## src/rtl/cim_tile_arbiter_if.sv

```systemverilog
// Shared CIM tile bus between the layer controllers and the tile arbiter.
// The arbiter takes the slave modport; the requester/tile side takes master.
interface cim_tile_arbiter_if #(
  parameter int NUM_REQ     = 4,
  parameter int BUS_WIDTH   = 16,
  parameter int V_CIM_TILES = 8,
  parameter int ADDR_W      = 5
);
  localparam int DATA_W = BUS_WIDTH * V_CIM_TILES;

  logic [NUM_REQ-1:0]             i_req;
  logic [NUM_REQ-1:0]             i_release;
  logic [NUM_REQ-1:0][DATA_W-1:0] i_req_data;
  logic [NUM_REQ-1:0]             i_req_we;
  logic [NUM_REQ-1:0][ADDR_W-1:0] i_req_addr;
  logic [NUM_REQ-1:0]             o_grant;
  logic [NUM_REQ-1:0]             o_req_ready;
  logic                           i_cim_ready;
  logic [DATA_W-1:0]              o_cim_data;
  logic                           o_cim_we;
  logic [ADDR_W-1:0]              o_cim_rd_addr;
  logic                           o_busy;
  logic                           o_timeout;

  modport master (
    output i_req, i_release, i_req_data, i_req_we, i_req_addr, i_cim_ready,
    input  o_grant, o_req_ready, o_cim_data, o_cim_we, o_cim_rd_addr, o_busy, o_timeout
  );

  modport slave (
    input  i_req, i_release, i_req_data, i_req_we, i_req_addr, i_cim_ready,
    output o_grant, o_req_ready, o_cim_data, o_cim_we, o_cim_rd_addr, o_busy, o_timeout
  );
endinterface

```

## src/rtl/cim_tile_arbiter.sv

```systemverilog
// Round-robin owner arbitration for one shared bank of CIM tiles, with
// drain-before-handover and an idle-hold timeout that forces a release.
module cim_tile_arbiter #(
  parameter int NUM_REQ     = 4,
  parameter int BUS_WIDTH   = 16,
  parameter int V_CIM_TILES = 8,
  parameter int ADDR_W      = 5,
  parameter int HOLD_MAX    = 255
) (
  input  logic              clk,
  input  logic              rst,
  cim_tile_arbiter_if.slave bus
);
  localparam int DATA_W = BUS_WIDTH * V_CIM_TILES;
  localparam int PTR_W  = (NUM_REQ > 1) ? $clog2(NUM_REQ) : 1;
  localparam int HOLD_W = (HOLD_MAX > 0) ? $clog2(HOLD_MAX + 1) : 1;
  localparam logic [HOLD_W-1:0] HOLD_SAT = HOLD_W'((HOLD_MAX > 0) ? HOLD_MAX : 1);

  typedef enum logic [1:0] {
    IDLE,
    GRANT,
    DRAIN
  } state_e;

  state_e             state_q;
  logic [NUM_REQ-1:0] grant_q;
  logic [PTR_W-1:0]   ptr_q;
  logic [HOLD_W-1:0]  holdCnt_q;
  logic               timeout_q;

  logic [HOLD_W-1:0]  holdCnt_d;
  logic [PTR_W-1:0]   winIdx_d;
  logic [NUM_REQ-1:0] winOh_d;
  logic [PTR_W-1:0]   scanIdx;

  logic anyReq;
  logic ownerReq;
  logic ownerRel;
  logic ownerWe;
  logic holdHit;
  logic leaveReq;

  logic [DATA_W-1:0] cimData;
  logic [ADDR_W-1:0] cimAddr;

  assign anyReq   = |bus.i_req;
  assign ownerReq = |(grant_q & bus.i_req);
  assign ownerRel = |(grant_q & bus.i_release);
  assign ownerWe  = |(grant_q & bus.i_req_we);
  assign leaveReq = ownerRel || !ownerReq;

  // Scan from ptr+NUM_REQ down to ptr+1 so the closest set bit after ptr wins.
  always_comb begin
    winIdx_d = ptr_q;
    winOh_d  = '0;
    scanIdx  = '0;
    for (int k = NUM_REQ; k >= 1; k--) begin
      scanIdx = PTR_W'((int'(ptr_q) + k) % NUM_REQ);
      if (bus.i_req[scanIdx]) begin
        winIdx_d = scanIdx;
      end
    end
    winOh_d[winIdx_d] = 1'b1;
  end

  always_comb begin
    holdCnt_d = holdCnt_q;
    if (ownerWe) begin
      holdCnt_d = '0;
    end else if (bus.i_cim_ready && (holdCnt_q != HOLD_SAT)) begin
      holdCnt_d = holdCnt_q + HOLD_W'(1);
    end
  end

  assign holdHit = (HOLD_MAX > 0) && (holdCnt_d == HOLD_SAT);

  always_ff @(posedge clk or posedge rst) begin
    if (rst) begin
      state_q   <= IDLE;
      grant_q   <= '0;
      ptr_q     <= PTR_W'(NUM_REQ - 1);
      holdCnt_q <= '0;
      timeout_q <= 1'b0;
    end else begin
      timeout_q <= 1'b0;
      case (state_q)
        IDLE: begin
          holdCnt_q <= '0;
          if (anyReq) begin
            state_q <= GRANT;
            grant_q <= winOh_d;
            ptr_q   <= winIdx_d;
          end
        end
        GRANT: begin
          // A voluntary or implicit release takes precedence over the timeout.
          if (leaveReq || holdHit) begin
            state_q   <= DRAIN;
            grant_q   <= '0;
            holdCnt_q <= '0;
            timeout_q <= !leaveReq;
          end else begin
            holdCnt_q <= holdCnt_d;
          end
        end
        DRAIN: begin
          holdCnt_q <= '0;
          if (bus.i_cim_ready) begin
            if (anyReq) begin
              state_q <= GRANT;
              grant_q <= winOh_d;
              ptr_q   <= winIdx_d;
            end else begin
              state_q <= IDLE;
            end
          end
        end
        default: begin
          state_q <= IDLE;
          grant_q <= '0;
        end
      endcase
    end
  end

  // grant_q is zero outside GRANT and clears asynchronously, so the AND-OR
  // mux blanks the tile bus whenever there is no owner.
  always_comb begin
    cimData = '0;
    cimAddr = '0;
    for (int i = 0; i < NUM_REQ; i++) begin
      cimData = cimData | (bus.i_req_data[i] & {DATA_W{grant_q[i]}});
      cimAddr = cimAddr | (bus.i_req_addr[i] & {ADDR_W{grant_q[i]}});
    end
  end

  assign bus.o_grant       = grant_q;
  assign bus.o_req_ready   = grant_q & {NUM_REQ{bus.i_cim_ready}};
  assign bus.o_cim_data    = cimData;
  assign bus.o_cim_we      = ownerWe;
  assign bus.o_cim_rd_addr = cimAddr;
  assign bus.o_busy        = (state_q != IDLE);
  assign bus.o_timeout     = timeout_q;
endmodule

```

## src/flat_wrapper.sv

```systemverilog
// flat-port wrapper written by rule: the top's interface ports become plain ports
module cim_tile_arbiter_flat 
#(
  parameter int NUM_REQ     = 4,
  parameter int BUS_WIDTH   = 16,
  parameter int V_CIM_TILES = 8,
  parameter int ADDR_W      = 5,
  parameter int HOLD_MAX    = 255
)
  (clk, rst, bus_i_req, bus_i_release, bus_i_req_data, bus_i_req_we, bus_i_req_addr, bus_i_cim_ready, bus_o_grant, bus_o_req_ready, bus_o_cim_data, bus_o_cim_we, bus_o_cim_rd_addr, bus_o_busy, bus_o_timeout);
  cim_tile_arbiter_if #(.NUM_REQ(NUM_REQ), .BUS_WIDTH(BUS_WIDTH), .V_CIM_TILES(V_CIM_TILES), .ADDR_W(ADDR_W)) bus_i ();
  input  logic clk;
  input  logic rst;
  input wire logic [$bits(bus_i.i_req)-1:0] bus_i_req;
  input wire logic [$bits(bus_i.i_release)-1:0] bus_i_release;
  input wire logic [$bits(bus_i.i_req_data)-1:0] bus_i_req_data;
  input wire logic [$bits(bus_i.i_req_we)-1:0] bus_i_req_we;
  input wire logic [$bits(bus_i.i_req_addr)-1:0] bus_i_req_addr;
  input wire logic [$bits(bus_i.i_cim_ready)-1:0] bus_i_cim_ready;
  output wire logic [$bits(bus_i.o_grant)-1:0] bus_o_grant;
  output wire logic [$bits(bus_i.o_req_ready)-1:0] bus_o_req_ready;
  output wire logic [$bits(bus_i.o_cim_data)-1:0] bus_o_cim_data;
  output wire logic [$bits(bus_i.o_cim_we)-1:0] bus_o_cim_we;
  output wire logic [$bits(bus_i.o_cim_rd_addr)-1:0] bus_o_cim_rd_addr;
  output wire logic [$bits(bus_i.o_busy)-1:0] bus_o_busy;
  output wire logic [$bits(bus_i.o_timeout)-1:0] bus_o_timeout;
  assign bus_i.i_req = bus_i_req;
  assign bus_i.i_release = bus_i_release;
  assign bus_i.i_req_data = bus_i_req_data;
  assign bus_i.i_req_we = bus_i_req_we;
  assign bus_i.i_req_addr = bus_i_req_addr;
  assign bus_i.i_cim_ready = bus_i_cim_ready;
  assign bus_o_grant = bus_i.o_grant;
  assign bus_o_req_ready = bus_i.o_req_ready;
  assign bus_o_cim_data = bus_i.o_cim_data;
  assign bus_o_cim_we = bus_i.o_cim_we;
  assign bus_o_cim_rd_addr = bus_i.o_cim_rd_addr;
  assign bus_o_busy = bus_i.o_busy;
  assign bus_o_timeout = bus_i.o_timeout;
  cim_tile_arbiter #(.NUM_REQ(NUM_REQ), .BUS_WIDTH(BUS_WIDTH), .V_CIM_TILES(V_CIM_TILES), .ADDR_W(ADDR_W), .HOLD_MAX(HOLD_MAX)) u_core (.clk(clk), .rst(rst), .bus(bus_i));
endmodule
```

## config.mk

```make
export PLATFORM = sky130hd
export DESIGN_NAME = cim_tile_arbiter_flat
export DESIGN_NICKNAME = d
export VERILOG_FILES = /design/src/rtl/cim_tile_arbiter_if.sv /design/src/rtl/cim_tile_arbiter.sv /design/src/flat_wrapper.sv
export SDC_FILE = /design/constraint.sdc
export NUM_CORES = 1
export LEC_CHECK = 0
export ABC_CLOCK_PERIOD_IN_PS = 3450
export CAP_MARGIN = 25
export CORE_AREA = 2 2 268 270
export DETAILED_ROUTE_END_ITERATION = 16
export DIE_AREA = 0 0 270 272
export GPL_TIMING_DRIVEN = 0
export SYNTH_ARGS = -nofsm -noshare
export SYNTH_HDL_FRONTEND = slang
export SYNTH_SLANG_ARGS = --single-unit
export TNS_END_PERCENT = 1
```

## constraint.sdc

```tcl
create_clock -name clk -period 3.45 [get_ports clk]
set_input_delay 0.69 -clock clk [delete_from_list [all_inputs] [get_ports clk]]
set_output_delay 0.69 -clock clk [all_outputs]
set_load 0.02 [all_outputs]
```

==> results <==
## what timing repair did
| action | CTS | global route |
|---|---|---|
| setup buffers | 0 | 0 |
| setup endpoints to repair | 137 | 35 |
| resized for setup | 71 | 22 |
| hold buffers | 0 | 0 |
## power by group
part	leakage (uW)	switching (uW)	internal, uW
Combinational	0.00451	5450	3310
Clock	0.0000372	87.2	157
Sequential	0.000222	108	255
## state kept, by name (all words and copies together), names as in the netlist
register and count:
u_core.state_q 2, u_core.holdCnt_q 8, u_core.bus.o_timeout 1, u_core.ptr_q 2, u_core.bus.o_grant 4
## placed cells by master, fill, tap and decap left out, types with 5 or more instances in the layout
| master | instances |
|---|---|
| clkdlybuf4s50_1 | 646 |
| a22oi_1 | 272 |
| nand2_1 | 146 |
| clkbuf_1 | 30 |
| dlygate4sd2_1 | 22 |
| dlymetal6s2s_1 | 14 |
| dfrtp_1 | 13 |
| clkbuf_2 | 12 |
| diode_2 | 10 |
| buf_2 | 10 |
| o21ai_0 | 7 |
| nor2_1 | 7 |
| inv_1 | 6 |
| and2_1 | 5 |
| buf_1 | 5 |
## worst register-to-register path, delay by kind of cell (launching register included)
family / cells / cell delay [ns]
AND/OR/NAND/NOR: 4 / 0.64
adder cells (fa/ha/maj): 1 / 0.18
AO/OA/AOI/OAI: 3 / 0.74
buffers and inverters: 2 / 0.32
flip-flops: 1 / 0.47
## Yosys cell counts, types with 5 or more instances
master,count,area [sq um]
a22oi_1,272,2040
nand2_1,146,548
clkbuf_1,48,180
dfrtp_1,15,375
buf_1,14,52.6
nor2_1,7,26.3
o21ai_0,7,35.0
inv_1,6,22.5
and2_1,5,31.3
## final timing paths
kind	to	slack (ns)
worst max-delay path	bus_o_cim_data[48]	0.08
worst min-delay path	u_core.ptr_q[0]$_DFFE_PP1P_	0.52
worst max register to register	u_core.holdCnt_q[7]$_DFFE_PP0P_	0.98
worst min register to register	u_core.ptr_q[0]$_DFFE_PP1P_	0.52
max in group asynchronous	u_core.bus.o_grant[0]$_DFFE_PP0P_	2.11
min in group asynchronous	u_core.bus.o_timeout$_DFF_PP0_	0.85
## stage by stage
stage,std cells,area [sq um]
finish,2247,12200
global route,2241,12200
CTS,2237,12200
detailed placement,2235,12100
global placement,2230,12000
floorplan,590,3900
## routing by layer
layer / GRT usage [%] / wire length [um]
met1: 16.9 / 22300
met2: 26.8 / 28700
met3: 5.58 / 6250
met4: 5.25 / 2400
met5: 0 / 244
## area by class of cell
| cell class | count | area [sq um] |
|---|---|---|
| well taps | 950 | 1190 |
| repair buffers | 695 | 6980 |
| multi-input cells | 502 | 3190 |
| fillers | 8081 | 58500 |
| diodes | 10 | 25.0 |
| clock buffers | 3 | 75.1 |
| plain buffers | 63 | 293 |
| flip-flops and latches | 17 | 430 |
| inverters | 6 | 22.5 |
| clock inverters | 1 | 7.51 |
## cell families after synthesis
| kind of cell | count (synthesis) | share of synthesized area [%] |
|---|---|---|
| compound gates | 312 | 60.5 |
| xor+xnor | 2 | 0.449 |
| fa+ha+maj | 1 | 0.321 |
| buf+inv | 71 | 7.09 |
| flops | 17 | 11.0 |
| simple gates | 187 | 20.7 |
==> results.toml <==
[synth]
synth_nets = 1138
avgSynthCellArea_sq_um = 6.61
async_flop_share_pct = 100
netlist_area_sq_um = 3900
ys_ff_latch = 17
synth_ff_type = "dfrtp_1"
synthCells = 590
yosys_warnings = 0
ys_types = 54
synth_edf_count = 0
yosysSeqAreaShare_pct = 11.0

[floorplan]
ios = 691
die_height_um = 272
die-width_um = 270
core_sq_um = 70800
core.rowCount = 98
start_util_pct = 5.51
dieArea_sq_um = 73400

[route]
ant_nets = 0
avgRoutedWirePerCell_um = 26.6
drt-total-wl_um = 59800
drcViolationCount = 0
vias = 8343
avgViaCountPerCell = 3.71
drt_iter0_drc = 489
firstDrtPassIters = 8

[final_layout]
nets = 1836
area_growth_pct = 213
drive_above_1_share_pct = 4.27
final_core_util_pct = 17.3

[power_and_ir_drop]
power_uw = 9370
ir_worst_vdd_mv = 0.348
p_leak_uw = 0.00477
powerDensity_nw_per_um2 = 767

[flow_run]
maxCapViolCount = 0

[worst_setup_path]
worst-path-stages = 6
cpPeakStageDelay_ns = 0.64
critPathLaunchType = "flop"
path_class = "reg2out"
crit_family = "buffers and inverters"
critical_path.cell_chain = "clkbuf_4 -> buf_8 -> clkbuf_1 -> a22oi_1 -> nand2_1 -> clkdlybuf4s50_1"
r2r-start = "u_core.holdCnt_q[0]$_DFFE_PP0P_"
required_ns = 2.76
crit_arrival_ns = 2.68
path_buf_inv = 4
crit_fanout = 10
end_kind = "output port"
r2r_cells = 10
slowest_stage = "clkdlybuf4s50_1"
crit_start = "u_core.bus.o_grant[2]$_DFFE_PP0P_"

[timing]
finalWorstSetupSlack_ns = 0.0818
tightestPinTransition_ns = 0.700
fin_crit_sh_pct = 97.6
grt_setup_unrepaired = "true"
slew_viol_final = 0
fin_worst_skew_ns = 0.00205
finalHoldWorstSlack_ns = 0.524
fmax_mhz = 297
setup_viol = 0
fin_tns_setup_ns = 0
max_slew_margin_pct = 53.3
final.min_clock_period_ns = 3.37
hold_viol_final = 0

[hold_path]
hp-class = "reg2reg"
hold_depth = 2
hp-start = "u_core.ptr_q[0]$_DFFE_PP1P_"

[cts]
clk-insertion-delay-late_ns = 0.25
cts_htree_levels = 1
clkSinkCount = 17
cts_buffers = 3
cts_tree = "yes"
clkTransAtPathRegs_ns = 0.06
cts_root_buf = "clkbuf_16"
clk_path_buf_depth = 2

[grt]
grt_overflow = 0
grt_use_total_pct = 15.3
grt_max_degree = 18
grt_pass1_vias = 8534
grt_pass1_wl_um = 76100
antenna_found_initial = 40

[placed_design]
place.gp.congestion = 0.950
dp_slack_ns = -1.12
dp_hpwl_um = 54500
port-buffer-count = 690

[status]
status = "finished, final reports clean"
Note: power is estimated with default switching activity, not from simulation.
